`config.mk`:
```
export PLATFORM = sky130hd
export DESIGN_NAME = gift_sbox_cf_compress
export DESIGN_NICKNAME = d
export VERILOG_FILES = /design/src/rtl/gift_masked_pkg.sv /design/src/rtl/gift_cf_lane_compress.sv /design/src/rtl/gift_sbox_cf_compress.sv
export SDC_FILE = /design/constraint.sdc
export NUM_CORES = 1
export LEC_CHECK = 0
export BUFFER_PORTS_ARGS = -buffer_cell sky130_fd_sc_hd__buf_2
export CELL_PAD_IN_SITES_DETAIL_PLACEMENT = 1
export CELL_PAD_IN_SITES_GLOBAL_PLACEMENT = 2
export CORE_AREA = 2 2 114 116
export DETAILED_ROUTE_END_ITERATION = 8
export DIE_AREA = 0 0 116 118
export HOLD_SLACK_MARGIN = 0.08
export PLACE_DENSITY_LB_ADDON = 0.12
export SETUP_SLACK_MARGIN = 0.1
export SYNTH_ARGS = -nofsm -noshare
export SYNTH_HDL_FRONTEND = slang
export SYNTH_SLANG_ARGS = --single-unit
```
`constraint.sdc`:
```
create_clock -name clk -period 1.7 [get_ports clk]
set_clock_uncertainty 0.05 [all_clocks]
set_input_delay 0.34 -clock clk [delete_from_list [all_inputs] [get_ports clk]]
set_output_delay 0.34 -clock clk [all_outputs]
set_load 0.02 [all_outputs]
```
`src/rtl/gift_masked_pkg.sv`:
```
// Shared constants and helpers for the 3-share masked GIFT S-box datapath.
package gift_masked_pkg;

   localparam int SHARES         = 3;
   localparam int GIFT_SBOX_BITS = 4;
   localparam int CF_TERMS       = 18;

   // First term index of the block folded into share i (block width is terms/SHARES).
   function automatic int share_block_lo(input int share, input int terms);
      return share * (terms / SHARES);
   endfunction

   function automatic int share_block_len(input int terms);
      return terms / SHARES;
   endfunction

endpackage

```
`src/rtl/gift_cf_lane_compress.sv`:
```
// Combinational fold of one lane's expanded terms into three refreshed output shares.
module gift_cf_lane_compress
   import gift_masked_pkg::*;
#(
   parameter int TERMS = CF_TERMS
) (
   input  logic [TERMS-1:0] terms,
   input  logic [1:0]       rnd,
   output logic             y1,
   output logic             y2,
   output logic             y3
);

   localparam int BLK = share_block_len(TERMS);

   logic [SHARES-1:0] blk;

   for (genvar i = 0; i < SHARES; i++) begin : g_share
      localparam int LO = share_block_lo(i, TERMS);
      assign blk[i] = ^terms[LO +: BLK];
   end

   // r0 ^ r1 on the third share cancels the refresh in the recombined value.
   assign y1 = blk[0] ^ rnd[0];
   assign y2 = blk[1] ^ rnd[1];
   assign y3 = blk[2] ^ rnd[0] ^ rnd[1];

endmodule

```
`src/rtl/gift_sbox_cf_compress.sv`:
```
// Two-stage elastic compression of masked GIFT component-function terms into 3 shares.
module gift_sbox_cf_compress
   import gift_masked_pkg::*;
#(
   parameter int LANES = GIFT_SBOX_BITS,
   parameter int TERMS = CF_TERMS
) (
   input  logic                   clk,
   input  logic                   rst_n,
   input  logic                   in_valid,
   output logic                   in_ready,
   input  logic [LANES*TERMS-1:0] terms,
   input  logic                   rnd_valid,
   input  logic [2*LANES-1:0]     rnd,
   output logic                   out_valid,
   input  logic                   out_ready,
   output logic [LANES-1:0]       y1,
   output logic [LANES-1:0]       y2,
   output logic [LANES-1:0]       y3
);

   logic                   vld_p1;
   logic [LANES*TERMS-1:0] terms_p1;
   logic [2*LANES-1:0]     rnd_p1;
   logic [LANES-1:0]       c1, c2, c3;
   logic                   s1_load;
   logic                   s2_load;

   assign s2_load  = vld_p1 & (~out_valid | out_ready);
   assign in_ready = ~vld_p1 | ~out_valid | out_ready;
   assign s1_load  = in_valid & in_ready & rnd_valid;

   // Stage 1: glitch barrier, raw inputs straight into flops
   always_ff @(posedge clk) begin
      if (!rst_n) begin
         vld_p1   <= 1'b0;
         terms_p1 <= '0;
         rnd_p1   <= '0;
      end else begin
         if (s1_load) begin
            terms_p1 <= terms;
            rnd_p1   <= rnd;
         end
         if (s1_load)
            vld_p1 <= 1'b1;
         else if (s2_load)
            vld_p1 <= 1'b0;
      end
   end

   for (genvar k = 0; k < LANES; k++) begin : g_lane
      gift_cf_lane_compress #(
         .TERMS(TERMS)
      ) u_lane (
         .terms(terms_p1[k*TERMS +: TERMS]),
         .rnd  (rnd_p1[2*k +: 2]),
         .y1   (c1[k]),
         .y2   (c2[k]),
         .y3   (c3[k])
      );
   end

   // Stage 2: registered output shares
   always_ff @(posedge clk) begin
      if (!rst_n) begin
         out_valid <= 1'b0;
         y1        <= '0;
         y2        <= '0;
         y3        <= '0;
      end else begin
         if (s2_load) begin
            y1 <= c1;
            y2 <= c2;
            y3 <= c3;
         end
         if (s2_load)
            out_valid <= 1'b1;
         else if (out_ready)
            out_valid <= 1'b0;
      end
   end

endmodule

```
==> qor.csv <==
metric,value,unit
Post-Syn Nets,556,
Hold WS,178,ps
number of synthesized register bits,94,
Worst path slowest cell,dfxtp_1,
total CTS buffers,9,
P&R area growth vs syn,22.5,%
critical path's top delay family,flip-flops,
vias in the first global route,3395,
Tcrit/Tclk final,0.864,
initial antenna violation count,1,
die area,0.0137,sq mm
sw frac,0.243,
TritonCTS Sinks,94,
Max Slew Vio Count,0,
largest net degree at the start of global routing,68,
clk slew on worst S/H paths,60,ps
clk buf depth,2,
hold crit path type,in2reg,
Critical Path Start Type,flip-flop,
hpwl dp,6790,microns
post-DR vias/cell,4.43,
worst-skew pair later-pin latency,350,ps
drt total wl,9510,microns
"commonest non-fill, non-tap cell in the layout",nand2_1,
Ys Warns,0,
first-pass GRT wire length,15700,microns
core area,0.0124,sq mm
final setup TNS,0,ps
GRT Residual Overflow,0,
Resized cells post-CTS,0,
CTS H-tree depth,3,
gpl congestion,0.662,
n_diodes,0,
cells along the critical path,nand3b_2 -> buf_2,
Worst-Margin Slew,384,ps
"commonest cells after routing, fill and taps aside","169 x nand2_1, 98 x buf_2, 94 x dfxtp_1",
Pwr Density,982,mW/mm^2
Setup Viol. Count Final,0,
switching power,1.21,mW
CP arrival,1080,ps
Clk pwr share,0.383,
final worst path period need,1470,ps
FMAX,681,MHz
Leakage Power,1.99,nW
VDD IR max,0.452,mV
num rows,41,
CTS tree,yes,
Critical Path RT,1310,ps
drt first pass iters,4,
Die Width,116,microns
internal power,3.76,mW
Setup Buffers After CTS,0,
status,finished clean,
layout cells sized above 1,0.225,
# fillers,1503,
Slew HR,0.744,
Initial Utilization,0.333,
Iter 0 DRT Violations,85,
Util after Layout,0.408,
Max Cap Viol,0,
Buf/Inv on CP,1,
"slowest stage delay, CP",420,ps
die height,118,microns
"Cell Area, Synth",0.00413,sq mm
sequential power share,0.479,
gate count of the mapped netlist,471,
post-synthesis sequential area ratio,0.455,
RSZ-0062 raised after global routing,no,
DR vias,3268,
number of I/O port buffers,98,
Residual DRC,0,
Tot GR Track Use,0.148,
fin nets,647,
Crit. End Element,primary output,
"Hold-fix buffers, CTS",0,
Comb power frac,0.138,
Final Hold Vio Count,0,
Final ANT Viol Nets,0,
clock root cell,clkbuf_16,
Yosys cell types,20,
num ports,99,
syn_area_per_cell,8.77,sq um
WL/cell,12.9,microns
crit path kind,reg2out,
crit path max fanout,4,
## metrics by stage
stage	setup slack, ps	area (sq um)	std cells	power [mW]
6_report	232	5060	737	4.97
5_1_grt	171	5060	737	5.26
4_1_cts	205	5060	737	5.09
3_5_place_dp	145	4780	723	3.14
3_3_place_gp	242	4780	723	3.12
2_1_floorplan	399	4130	471	2.91
## per-layer routing
metal,wire length [microns],vias to the layer above,global-route usage
met5,11,-,0
met4,179,2,0.0603
met3,497,14,0.0453
met2,4570,61,0.248
met1,4250,1507,0.175
li1,-,1684,-
## synthesized netlist by cell type
cell type  count  area, sq um
nand3_2        1         10.0
nor2b_4        1         13.8
buf_6          8         90.1
a21oi_4        1         16.3
nor2b_1        1         6.26
a21boi_1      80          601
a21oi_1        4         20.0
clkbuf_1       8         30.0
o21a_1         1         7.51
nand3b_2       1         11.3
xor2_1         8         70.1
o21ai_0        4         20.0
buf_2         11         55.1
xnor2_1       68          596
nand2_1      169          634
o22ai_1        8         50.1
clkbuf_2       1         5.00
nand2_2        1         6.26
dfxtp_1       94         1880
a21boi_0       1         7.51
## final timing paths
path / start / end / slack, ps / depth (start not counted)
worst min-delay path: terms[67] / terms_p1[67]$_SDFFE_PN0P_ / 180 / 3
worst max register to register: vld_p1$_SDFFE_PN0P_ / terms_p1[54]$_SDFFE_PN0P_ / 320 / 5
worst min register to register: terms_p1[40]$_SDFFE_PN0P_ / terms_p1[40]$_SDFFE_PN0P_ / 410 / 2
worst max-delay path: vld_p1$_SDFFE_PN0P_ / in_ready / 230 / 2
## layout make-up
class | instances | area, sq um | share of cell area
clock buffers | 13 | 270 | 0.0534
flip-flops and latches | 94 | 1880 | 0.372
well taps | 172 | 215 | 0.0425
multi-input cells | 349 | 2070 | 0.409
clock inverters | 1 | 5.00 | 0.000989
repair buffers | 108 | 616 | 0.122
## kinds of logic (layout without fill, tap and decap cells)
family,count (synthesis),in the layout,share of synthesized area
and+or+nand+nor,174,174,0.165
AOI/OAI and AO/OA,99,99,0.175
DFF,94,94,0.455
xor gates and xnor gates,76,76,0.161
buffers and inverters,28,122,0.0436
## power groups by stage
stage / registers, mW / clock network [mW] / logic [mW]
after global routing: 2.39 / 2.09 / 0.770
after detailed placement: 2.43 / 0 / 0.705
after floorplan: 2.44 / 0 / 0.475
after CTS: 2.38 / 2.00 / 0.708
after global placement: 2.43 / 0 / 0.690
final: 2.38 / 1.90 / 0.685
## worst reg2reg max path, delay by kind of cell, from the launching register on
family	cells	cell delay [ps]
flops	1	420
simple gates	3	400
buf+inv	1	270
compound gates	1	170
## sequential cells by signal (all words and copies together) (netlist names)
| name | count |
|---|---|
| out_valid | 1 |
| rnd_p1 | 8 |
| terms_p1 | 72 |
| vld_p1 | 1 |
| y1 | 4 |
| y2 | 4 |
| y3 | 4 |
Power figures use the tool's default switching activity.
